`config.mk`:
```
export PLATFORM = sky130hd
export DESIGN_NAME = multi_cycle_control_flat
export DESIGN_NICKNAME = d
export VERILOG_FILES = /design/src/rtl/multi_cycle_control_pkg.sv /design/src/rtl/multi_cycle_control_if.sv /design/src/rtl/multi_cycle_control_instr_decode.sv /design/src/rtl/multi_cycle_control.sv /design/src/flat_wrapper.sv
export SDC_FILE = /design/constraint.sdc
export NUM_CORES = 1
export LEC_CHECK = 0
export ABC_AREA = 1
export BUFFER_PORTS_ARGS = -buffer_cell sky130_fd_sc_hd__buf_2
export CORE_MARGIN = 2
export CORE_UTILIZATION = 50
export CTS_CLUSTER_SIZE = 10
export DETAILED_ROUTE_END_ITERATION = 10
export GPL_TIMING_DRIVEN = 0
export PLACE_DENSITY = 0.92
export SETUP_SLACK_MARGIN = 0.3
export SYNTH_ARGS = -nofsm -noshare
export SYNTH_HDL_FRONTEND = slang
export SYNTH_SLANG_ARGS = --single-unit
```
`constraint.sdc`:
```
create_clock -name CLK -period 2 [get_ports CLK]
set_clock_uncertainty 0.1 [all_clocks]
set_input_delay 0.4 -clock CLK [delete_from_list [all_inputs] [get_ports CLK]]
set_output_delay 0.4 -clock CLK [all_outputs]
set_load 0.05 [all_outputs]
```
`src/rtl/multi_cycle_control_pkg.sv`:
```
// Shared definitions for the multi-cycle MIPS controller: opcode/funct
// constants, ALU operation codes, FSM state codes, ALU input-B select codes
// and the packed result of the instruction decoder.
package multi_cycle_control_pkg;

    // Opcodes (ir[31:26])
    localparam logic [5:0] OPCODE_RTYPE = 6'h00;
    localparam logic [5:0] OPCODE_BEQ   = 6'h04;
    localparam logic [5:0] OPCODE_ADDI  = 6'h08;
    localparam logic [5:0] OPCODE_ADDIU = 6'h09;
    localparam logic [5:0] OPCODE_SLTI  = 6'h0A;
    localparam logic [5:0] OPCODE_SLTIU = 6'h0B;
    localparam logic [5:0] OPCODE_ANDI  = 6'h0C;
    localparam logic [5:0] OPCODE_ORI   = 6'h0D;
    localparam logic [5:0] OPCODE_XORI  = 6'h0E;

    // R-type function codes (ir[5:0])
    localparam logic [5:0] FUNCT_SLL  = 6'h00;
    localparam logic [5:0] FUNCT_SRL  = 6'h02;
    localparam logic [5:0] FUNCT_SRA  = 6'h03;
    localparam logic [5:0] FUNCT_ADD  = 6'h20;
    localparam logic [5:0] FUNCT_ADDU = 6'h21;
    localparam logic [5:0] FUNCT_SUB  = 6'h22;
    localparam logic [5:0] FUNCT_SUBU = 6'h23;
    localparam logic [5:0] FUNCT_AND  = 6'h24;
    localparam logic [5:0] FUNCT_OR   = 6'h25;
    localparam logic [5:0] FUNCT_XOR  = 6'h26;
    localparam logic [5:0] FUNCT_SLT  = 6'h2A;
    localparam logic [5:0] FUNCT_SLTU = 6'h2B;

    // ALU operation codes shared with the datapath ALU.
    typedef enum logic [3:0] {
        ALU_ADD  = 4'h0,
        ALU_ADDU = 4'h1,
        ALU_SUB  = 4'h2,
        ALU_SUBU = 4'h3,
        ALU_AND  = 4'h4,
        ALU_OR   = 4'h5,
        ALU_XOR  = 4'h6,
        ALU_SLL  = 4'h7,
        ALU_SRL  = 4'h8,
        ALU_SRA  = 4'h9,
        ALU_SLT  = 4'hA,
        ALU_SLTU = 4'hB,
        ALU_NOP  = 4'hF
    } alu_op_e;

    // Controller states; encoding is visible on the debug port.
    typedef enum logic [2:0] {
        ST_FETCH  = 3'd0,
        ST_DECODE = 3'd1,
        ST_EXEC   = 3'd2,
        ST_WB     = 3'd3,
        ST_BRANCH = 3'd4
    } state_e;

    // ALU input-B selects.
    localparam logic [1:0] SRCB_REG   = 2'd0;
    localparam logic [1:0] SRCB_IMM   = 2'd1;
    localparam logic [1:0] SRCB_SHAMT = 2'd2;
    localparam logic [1:0] SRCB_FOUR  = 2'd3;

    // Decoder result. is_rtype covers only supported R-type functs.
    typedef struct packed {
        logic    is_rtype;
        logic    is_shift;
        logic    is_itype;
        logic    is_beq;
        logic    legal;
        alu_op_e alu_op;
    } decode_t;

endpackage

```
`src/rtl/multi_cycle_control_if.sv`:
```
// Controller <-> datapath/instruction-memory signal bundle.
// master : the controller (drives control outputs, reads status).
// slave  : datapath/memory side (drives imem_ack, ir, alu_zero).
// Inputs to controller : imem_ack, ir[31:0], alu_zero.
// Outputs of controller: imem_req, IRWrite, PCWrite, PCSrc, ALUSrcA,
//   ALUSrcB[1:0], ALUOp[3:0], RegDst, RegWrite, illegal_instr,
//   retired[RETIRE_W-1:0], state[2:0].
interface multi_cycle_control_if #(
    parameter int RETIRE_W = 32
);
    logic                imem_ack;
    logic [31:0]         ir;
    logic                alu_zero;

    logic                imem_req;
    logic                IRWrite;
    logic                PCWrite;
    logic                PCSrc;
    logic                ALUSrcA;
    logic [1:0]          ALUSrcB;
    logic [3:0]          ALUOp;
    logic                RegDst;
    logic                RegWrite;
    logic                illegal_instr;
    logic [RETIRE_W-1:0] retired;
    logic [2:0]          state;

    modport master (
        input  imem_ack, ir, alu_zero,
        output imem_req, IRWrite, PCWrite, PCSrc, ALUSrcA, ALUSrcB, ALUOp,
               RegDst, RegWrite, illegal_instr, retired, state
    );

    modport slave (
        output imem_ack, ir, alu_zero,
        input  imem_req, IRWrite, PCWrite, PCSrc, ALUSrcA, ALUSrcB, ALUOp,
               RegDst, RegWrite, illegal_instr, retired, state
    );
endinterface

```
`src/rtl/multi_cycle_control_instr_decode.sv`:
```
// Combinational instruction classifier for the supported MIPS subset.
// Ports:
//   ir_i  [31:0] instruction word
//   dec_o        {is_rtype, is_shift, is_itype, is_beq, legal, alu_op}
module multi_cycle_control_instr_decode
    import multi_cycle_control_pkg::*;
(
    input  logic [31:0] ir_i,
    output decode_t     dec_o
);
    logic [5:0] opcode;
    logic [5:0] funct;
    logic       unused_ir;

    assign opcode    = ir_i[31:26];
    assign funct     = ir_i[5:0];
    // Register/immediate fields are the datapath's business, not control's.
    assign unused_ir = ^ir_i[25:6];

    always_comb begin
        // NOTE: every output gets a default first so no path leaves a latch.
        dec_o        = '0;
        dec_o.alu_op = ALU_NOP;
        case (opcode)
            OPCODE_RTYPE: begin
                dec_o.is_rtype = 1'b1;
                dec_o.legal    = 1'b1;
                case (funct)
                    FUNCT_ADD:  dec_o.alu_op = ALU_ADD;
                    FUNCT_ADDU: dec_o.alu_op = ALU_ADDU;
                    FUNCT_SUB:  dec_o.alu_op = ALU_SUB;
                    FUNCT_SUBU: dec_o.alu_op = ALU_SUBU;
                    FUNCT_AND:  dec_o.alu_op = ALU_AND;
                    FUNCT_OR:   dec_o.alu_op = ALU_OR;
                    FUNCT_XOR:  dec_o.alu_op = ALU_XOR;
                    FUNCT_SLT:  dec_o.alu_op = ALU_SLT;
                    FUNCT_SLTU: dec_o.alu_op = ALU_SLTU;
                    FUNCT_SLL: begin dec_o.alu_op = ALU_SLL; dec_o.is_shift = 1'b1; end
                    FUNCT_SRL: begin dec_o.alu_op = ALU_SRL; dec_o.is_shift = 1'b1; end
                    FUNCT_SRA: begin dec_o.alu_op = ALU_SRA; dec_o.is_shift = 1'b1; end
                    default: begin
                        dec_o.is_rtype = 1'b0;
                        dec_o.legal    = 1'b0;
                    end
                endcase
            end
            OPCODE_ADDI:  begin dec_o.is_itype = 1'b1; dec_o.alu_op = ALU_ADD;  end
            OPCODE_ADDIU: begin dec_o.is_itype = 1'b1; dec_o.alu_op = ALU_ADDU; end
            OPCODE_ANDI:  begin dec_o.is_itype = 1'b1; dec_o.alu_op = ALU_AND;  end
            OPCODE_ORI:   begin dec_o.is_itype = 1'b1; dec_o.alu_op = ALU_OR;   end
            OPCODE_XORI:  begin dec_o.is_itype = 1'b1; dec_o.alu_op = ALU_XOR;  end
            OPCODE_SLTI:  begin dec_o.is_itype = 1'b1; dec_o.alu_op = ALU_SLT;  end
            OPCODE_SLTIU: begin dec_o.is_itype = 1'b1; dec_o.alu_op = ALU_SLTU; end
            OPCODE_BEQ: begin
                dec_o.is_beq = 1'b1;
                dec_o.alu_op = ALU_SUB;
            end
            default: ;
        endcase
        if (dec_o.is_itype || dec_o.is_beq) begin
            dec_o.legal = 1'b1;
        end
    end
endmodule

```
`src/rtl/multi_cycle_control.sv`:
```
// Sequencing FSM for the multi-cycle MIPS datapath:
// FETCH -> DECODE -> EXEC -> WB for R/I-type, FETCH -> DECODE -> BRANCH for
// beq, FETCH -> DECODE -> FETCH for unsupported encodings.
// Ports:
//   CLK      rising-edge clock
//   Reset_L  asynchronous active-low reset
//   bus      controller side of multi_cycle_control_if (see that file)
// Only state and retired are registered; all control outputs decode from
// state and ir.
module multi_cycle_control
    import multi_cycle_control_pkg::*;
#(
    parameter int RETIRE_W = 32
) (
    input logic                    CLK,
    input logic                    Reset_L,
    multi_cycle_control_if.master  bus
);
    state_e              state_q, state_d;
    logic [RETIRE_W-1:0] retired_q, retired_d;
    decode_t             dec;

    multi_cycle_control_instr_decode u_decode (
        .ir_i  (bus.ir),
        .dec_o (dec)
    );

    always_comb begin
        state_d   = ST_FETCH;
        retired_d = retired_q;
        case (state_q)
            ST_FETCH:  state_d = bus.imem_ack ? ST_DECODE : ST_FETCH;
            ST_DECODE: begin
                if (dec.is_beq)     state_d = ST_BRANCH;
                else if (dec.legal) state_d = ST_EXEC;
                else                state_d = ST_FETCH;
            end
            ST_EXEC:   state_d = ST_WB;
            ST_WB:     retired_d = retired_q + RETIRE_W'(1);
            ST_BRANCH: retired_d = retired_q + RETIRE_W'(1);
            default:   state_d = ST_FETCH;  // stray codes recover to FETCH
        endcase
    end

    always_ff @(posedge CLK or negedge Reset_L) begin
        // NOTE: state registers use non-blocking assignments so every flop
        // samples pre-edge values regardless of block ordering.
        if (!Reset_L) begin
            state_q   <= ST_FETCH;
            retired_q <= '0;
        end else begin
            state_q   <= state_d;
            retired_q <= retired_d;
        end
    end

    // Outputs are gated by Reset_L directly so that an asynchronous reset
    // silences every enable at once, not just at the next edge.
    always_comb begin
        bus.imem_req      = 1'b0;
        bus.IRWrite       = 1'b0;
        bus.PCWrite       = 1'b0;
        bus.PCSrc         = 1'b0;
        bus.ALUSrcA       = 1'b0;
        bus.ALUSrcB       = SRCB_REG;
        bus.ALUOp         = ALU_NOP;
        bus.RegDst        = 1'b0;
        bus.RegWrite      = 1'b0;
        bus.illegal_instr = 1'b0;
        if (Reset_L) begin
            case (state_q)
                ST_FETCH: begin
                    bus.imem_req = 1'b1;
                    bus.ALUSrcB  = SRCB_FOUR;
                    bus.ALUOp    = ALU_ADD;
                    bus.IRWrite  = bus.imem_ack;
                    bus.PCWrite  = bus.imem_ack;
                end
                ST_DECODE: begin
                    // Speculative branch target: PC+4 + sign-extended offset.
                    bus.ALUSrcB       = SRCB_IMM;
                    bus.ALUOp         = ALU_ADD;
                    bus.illegal_instr = !dec.legal;
                end
                ST_EXEC, ST_WB: begin
                    bus.ALUSrcA  = 1'b1;
                    bus.ALUSrcB  = dec.is_shift ? SRCB_SHAMT :
                                   dec.is_itype ? SRCB_IMM : SRCB_REG;
                    bus.ALUOp    = dec.alu_op;
                    bus.RegDst   = dec.is_rtype;
                    bus.RegWrite = (state_q == ST_WB);
                end
                ST_BRANCH: begin
                    bus.ALUSrcA = 1'b1;
                    bus.ALUSrcB = SRCB_REG;
                    bus.ALUOp   = ALU_SUB;
                    bus.PCWrite = bus.alu_zero;
                    bus.PCSrc   = bus.alu_zero;
                end
                default: ;
            endcase
        end
    end

    assign bus.state   = state_q;
    assign bus.retired = retired_q;
endmodule

```
`src/flat_wrapper.sv`:
```
// flat-port wrapper written by rule: the top's interface ports become plain ports
module multi_cycle_control_flat import multi_cycle_control_pkg::*;
#(
    parameter int RETIRE_W = 32
)
  (CLK, Reset_L, bus_imem_ack, bus_ir, bus_alu_zero, bus_imem_req, bus_IRWrite, bus_PCWrite, bus_PCSrc, bus_ALUSrcA, bus_ALUSrcB, bus_ALUOp, bus_RegDst, bus_RegWrite, bus_illegal_instr, bus_retired, bus_state);
  multi_cycle_control_if #(.RETIRE_W(RETIRE_W)) bus_i ();
  input logic CLK;
  input logic Reset_L;
  input wire logic [$bits(bus_i.imem_ack)-1:0] bus_imem_ack;
  input wire logic [$bits(bus_i.ir)-1:0] bus_ir;
  input wire logic [$bits(bus_i.alu_zero)-1:0] bus_alu_zero;
  output wire logic [$bits(bus_i.imem_req)-1:0] bus_imem_req;
  output wire logic [$bits(bus_i.IRWrite)-1:0] bus_IRWrite;
  output wire logic [$bits(bus_i.PCWrite)-1:0] bus_PCWrite;
  output wire logic [$bits(bus_i.PCSrc)-1:0] bus_PCSrc;
  output wire logic [$bits(bus_i.ALUSrcA)-1:0] bus_ALUSrcA;
  output wire logic [$bits(bus_i.ALUSrcB)-1:0] bus_ALUSrcB;
  output wire logic [$bits(bus_i.ALUOp)-1:0] bus_ALUOp;
  output wire logic [$bits(bus_i.RegDst)-1:0] bus_RegDst;
  output wire logic [$bits(bus_i.RegWrite)-1:0] bus_RegWrite;
  output wire logic [$bits(bus_i.illegal_instr)-1:0] bus_illegal_instr;
  output wire logic [$bits(bus_i.retired)-1:0] bus_retired;
  output wire logic [$bits(bus_i.state)-1:0] bus_state;
  assign bus_i.imem_ack = bus_imem_ack;
  assign bus_i.ir = bus_ir;
  assign bus_i.alu_zero = bus_alu_zero;
  assign bus_imem_req = bus_i.imem_req;
  assign bus_IRWrite = bus_i.IRWrite;
  assign bus_PCWrite = bus_i.PCWrite;
  assign bus_PCSrc = bus_i.PCSrc;
  assign bus_ALUSrcA = bus_i.ALUSrcA;
  assign bus_ALUSrcB = bus_i.ALUSrcB;
  assign bus_ALUOp = bus_i.ALUOp;
  assign bus_RegDst = bus_i.RegDst;
  assign bus_RegWrite = bus_i.RegWrite;
  assign bus_illegal_instr = bus_i.illegal_instr;
  assign bus_retired = bus_i.retired;
  assign bus_state = bus_i.state;
  multi_cycle_control #(.RETIRE_W(RETIRE_W)) u_core (.CLK(CLK), .Reset_L(Reset_L), .bus(bus_i));
endmodule
```
Yosys cells after proc, flatten, opt, wreduce, memory -nomap -nowiden. Cells that the tools add are included. Widths: inputs -> output; s select.

Add/sub/neg operators: 1. Equal/unequal tests: 23. Mux-type cells: 35. Reduce and logical (&&, ||, !) cells: 12.

Operator list (number): $eq 6x6->1 const B (9); $pmux 4 s12 (1); $eq 6x4->1 const B (7); $pmux 4 s9 (1); $add 32x1->32 const B (1); $mux 1 (23); $eq 6x2->1 const B (2); $logic_not 6->1 (2); $pmux 4 s3 (1); $reduce_or 12->1 (1); $pmux 3 s3 (1); $mux 2 (4); $reduce_or 7->1 (1); $eq 3x2->1 const B (2); $eq 6x3->1 const B (1); $pmux 2 s3 (1); $reduce_or 2->1 (3); $reduce_or 3->1 (2); $mux 4 (1); $eq 3x1->1 const B (1); $eq 3x3->1 const B (1); $logic_not 3->1 (1); $mux 3 (1); $pmux 1 s2 (1); other kinds (2) (2).

Bits in registers: 35. Output and inout port bits: 49. Logic and storage cells: 73.

Logic depth before layout (Yosys ltp).
Depth after elaboration: 8. Gate-level depth with buffers: 12.

Modules after synthesis. From an unflattened synthesis, not the netlist that was laid out.

Cells, all modules: 355. Area, all modules: 2526.2 sq um.

Modules (own cells, without submodules): multi_cycle_control (times used 1, cells each 280, area an instance 2135.8 sq um); multi_cycle_control_instr_decode (times used 1, cells each 75, area an instance 390.4 sq um).

Least setup slack after synthesis. OpenSTA, ideal clock, no wires.

Path type: register to output. From: register u_core.state_q[1], in the netlist u_core.bus.state[1]. To: output bus_RegDst. Data arrival time: 2.228 ns. Slack: -0.728 ns. Cell stages (with the launch flop): 6. Path buffers: 1. Cell sequence: dfrtp_1 buf_6 clkinv_2 nor2_1 inv_1 nor3_1.

Word-level cells in the longest chain between the ends: 4.

RTL lines: start, declared (line multi_cycle_control.sv:19) `state_e state_q, state_d;`; start signal, assigned (line multi_cycle_control.sv:52) `state_q <= state_d;`; $eq 3x2->1 (line multi_cycle_control.sv:71) `case (state_q)`; $reduce_or 2->1 * (line multi_cycle_control.sv:71); $mux 1 * (line multi_cycle_control.sv:71); $mux 1 * (line multi_cycle_control.sv:70) `if (Reset_L) begin`; end, declared (line flat_wrapper.sv:20) `output wire logic [$bits(bus_i.RegDst)-1:0] bus_RegDst;`.

Every way passes the cells marked *; elsewhere a longest branch is shown, timed or not.

Worst setup path in the final report.
From: input bus_ir[5]. To: output bus_ALUOp[1].

Word-level cells in the longest chain between the ends: 5.

RTL lines: start, declared (line flat_wrapper.sv:11) `input wire logic [$bits(bus_i.ir)-1:0] bus_ir;`; $eq 6x2->1, or another cell as far along (line multi_cycle_control_instr_decode.sv:28) `case (funct)`; $pmux 4 s12 * (line multi_cycle_control_instr_decode.sv:28); $pmux 4 s9 * (line multi_cycle_control_instr_decode.sv:24) `case (opcode)`; $pmux 4 s3 * (line multi_cycle_control.sv:71); $mux 4 * (line multi_cycle_control.sv:70); end, declared (line flat_wrapper.sv:19) `output wire logic [$bits(bus_i.ALUOp)-1:0] bus_ALUOp;`.

Marks and branches as above.

==> impl_metrics.py <==
metrics = {
    "floorplanning": {
        "rows": 25,
        "dieWidth_um": 73.82,
        "core_area_um2": 4723,
        "io_pins": 85,
        "initial_utilization_pct": 51.60,
        "dieArea_um2": 5449,
        "die_h_um": 73.82,
    },
    "clocking": {
        "cts_root_buf": "clkbuf_8",
        "tritoncts": "done",
        "clock_sinks": 35,
        "cts_buffers": 5,
        "clock_latency_ps": 310,
        "cts.htree.levels": 2,
        "clk_path_buf_depth": 2,
        "clkTransAtPathRegs_ps": 80,
    },
    "setup_path": {
        "crit_start": "bus_ir[5]",
        "worstPathArrival_ps": 1710,
        "r2r_start": "u_core.bus.state[0]",
        "crit_required_ps": 1500,
        "crit_path_max_fanout": 5,
        "worstSetupEndpointType": "primary output",
        "crit_type": "in2out",
        "cp-start-kind": "input port",
    },
    "power_and_ir_drop": {
        "peakVddDrop_uv": 939.5,
        "pwr-share-comb_pct": 53.8,
        "netSwitchingFraction_pct": 45.24,
        "finalPower_mw": 3.329,
        "switchingPower_mw": 1.506,
        "clkPwrFrac_pct": 19.9,
        "internal_power_mw": 1.823,
        "power_frac_seq_pct": 26.3,
        "power_density_nw_per_um2": 755.8,
        "p_leak_nw": 2.219,
    },
    "global_routing": {
        "grt_max_degree": 36,
        "grt_usage_pct": 32.92,
        "grt_pass1_wl_um": 13570,
        "overflow": 0,
        "antenna_found_initial": 1,
        "grt_pass1_vias": 2881,
    },
    "timing": {
        "post-route-min-period_ps": 2212,
        "fmax_mhz": 452.1,
        "rsz0062_at_grt": "yes",
        "tightest_slew_ps": 412.4,
        "totalNegativeSetupSlack_ps": -1035,
        "finalSetupViolCount": 14,
        "hold_viol": 0,
        "maxSlewViolCount": 0,
        "finalCritPeriodShare_pct": 110.6,
        "worst_slack_ps": -212.1,
        "max_slew_margin_pct": 72.30,
    },
    "logic_synthesis": {
        "netlist_instances": 351,
        "synth_seq_cells": 35,
        "synth.net_count": 388,
        "syn_area_um2": 2437,
        "yosysWarnings": 0,
        "synth_seq_area_share_pct": 35.93,
        "synth.distinct_cells": 31,
        "avgSynthCellArea_um2": 6.944,
    },
    "placement": {
        "gp_congestion": 0.8477,
        "hpwl_um": 4827,
        "pre_cts_ws_ps": -700.6,
        "dpl-instance-area_um2": 3233,
        "dp_cells": 482,
        "io_buffers": 64,
    },
    "layout": {
        "layout.cells.non_filler": 534,
        "layout-drive-gt1-share_pct": 59.66,
        "stdcell_area_um2": 4404,
        "area_growth_pct": 80.70,
        "fin_nets": 502,
    },
    "route": {
        "drtIter0Drc": 524,
        "routed_via_density": 6.264,
        "wire_per_inst_um": 22.56,
        "dr.pass1.iters": 6,
        "routed_wl_um": 12050,
        "drc": 0,
        "via_count": 3345,
        "drtAntennaViolNets": 0,
    },
    "min_path": {
        "hold_class": "in2reg",
        "hp-start": "bus_imem_ack",
    },
    "flow_run": {
        "drv_cap": 0,
    },
    "run_status": {
        "violations": "negative setup slack",
        "outcome": "finished with violations",
    },
}
==> sequential cells by signal, indices dropped and copies added, names as in the netlist <==
| name | count |
|---|---|
| u_core.bus.retired | 32 |
| u_core.bus.state | 3 |
==> through the flow <==
| step | utilization (%) | hold WS [ps] |
|---|---|---|
| finish | 93.25 | 323.1 |
| global route | 93.19 | 313.1 |
| CTS | 81.59 | 292.8 |
| detailed placement | 68.45 | 382.8 |
| global placement | 68.45 | 349.8 |
| floorplan | - | 4.409 |
==> path summary, 6_finish.rpt <==
kind                                     endpoint  slack, ps  cells after the start
max                                  bus_ALUOp[1]       -210                     12
min                           u_core.bus.state[0]        320                      3
max reg2reg                 u_core.bus.retired[4]        -80                     11
min reg2reg                u_core.bus.retired[31]        390                      1
max in group asynchronous  u_core.bus.retired[18]       1010                      3
min in group asynchronous   u_core.bus.retired[6]        590                      3
==> critical path: stages <==
cell and delay (ps):
buf_8 90, inv_4 40, nor2_4 150, o211ai_1 110
buf_4 170, nand3_4 130, nand2_1 110, nand2_1 90
nand2_1 90, nand2_2 110, nand2_4 60, buf_8 150
==> layer usage <==
metal / vias to the layer above / wire length [um] / GRT usage, %
met4: 0 / 1377 / 18.38
met2: 343 / 5641 / 56.35
met5: - / 0 / 0
met1: 1523 / 3845 / 37.16
met3: 146 / 1182 / 8.093
li1: 1333 / - / -
==> area by class of cell <==
type                            instances  area, um^2
Antenna cell                            1       2.502
Buffer                                  3       42.54
Clock buffer                            7       76.32
Clock inverter                          1       30.03
Fill cell                             142       319.1
Inverter                               48       280.3
Multi-Input combinational cell        265        2021
Sequential cell                        35       903.4
Tap cell                               67       83.83
Timing Repair Buffer                  107       964.7
==> synth_stat cells (all sizes together) <==
master    n  area share, %
nand2   116             19
nor2     51            9.9
inv      46            7.1
dfrtp    35             36
nand3    29            6.6
nor3     19            5.2
xor2     14            5.0
xnor2    11            4.0
a21oi     8            1.6
o21ai     7            1.4
nand4     4            1.0
buf       3           0.98
clkinv    2           0.36
o211ai    2           0.62
and2      1           0.26
and3      1           0.26
ha        1           0.51
nand3b    1           0.31
==> kinds of logic (layout without fill, tap and decap cells) <==
logic type               Yosys count  count (layout)  share of synthesized area [%]
AND/OR/NAND/NOR                  222             222                          42.45
buffers and inverters             51             166                          8.418
adder cells (fa/ha/maj)            1               1                         0.5133
other                              0               1                              0
AO/OA/AOI/OAI                     17              17                          3.696
flip-flops                        35              35                          35.93
XOR/XNOR                          25              25                          8.984
==> cell usage in the layout (no fill, tap or decap), types with 2 or more instances in the layout <==
master,count
a21oi_1,3
a21oi_2,3
a21oi_4,2
buf_12,6
buf_2,38
buf_4,24
buf_6,29
buf_8,12
clkbuf_1,2
clkbuf_8,5
clkinv_8,3
dfrtp_1,13
dfrtp_2,22
inv_1,25
inv_2,9
inv_4,5
inv_6,2
nand2_1,77
nand2_2,23
nand2_4,15
nand3_1,14
nand3_2,8
nand3_4,7
nand4_1,4
nor2_1,16
nor2_2,11
nor2_4,23
nor3_1,7
nor3_4,11
o211ai_1,2
o21ai_1,4
o21ai_4,2
xnor2_1,5
xnor2_2,6
xor2_1,13
==> power by group through the flow <==
stage                     Clock, mW  Combinational (mW)  Sequential, mW
after floorplan                   0               0.764            1.02
after global placement            0                1.15           0.851
after detailed placement          0                1.17           0.858
after CTS                     0.631                1.43           0.852
after global routing          0.688                1.84           0.877
final                         0.662                1.79           0.877
==> timing repair <==
action,in CTS,in global routing
hold buffers,2,0
hold endpoints to repair,35,0
pin swaps,38,52
gates resized for setup,102,87
setup endpoints to repair,18,40
buffers inserted,15,26
No activity file was read; power rests on OpenSTA's default activity.
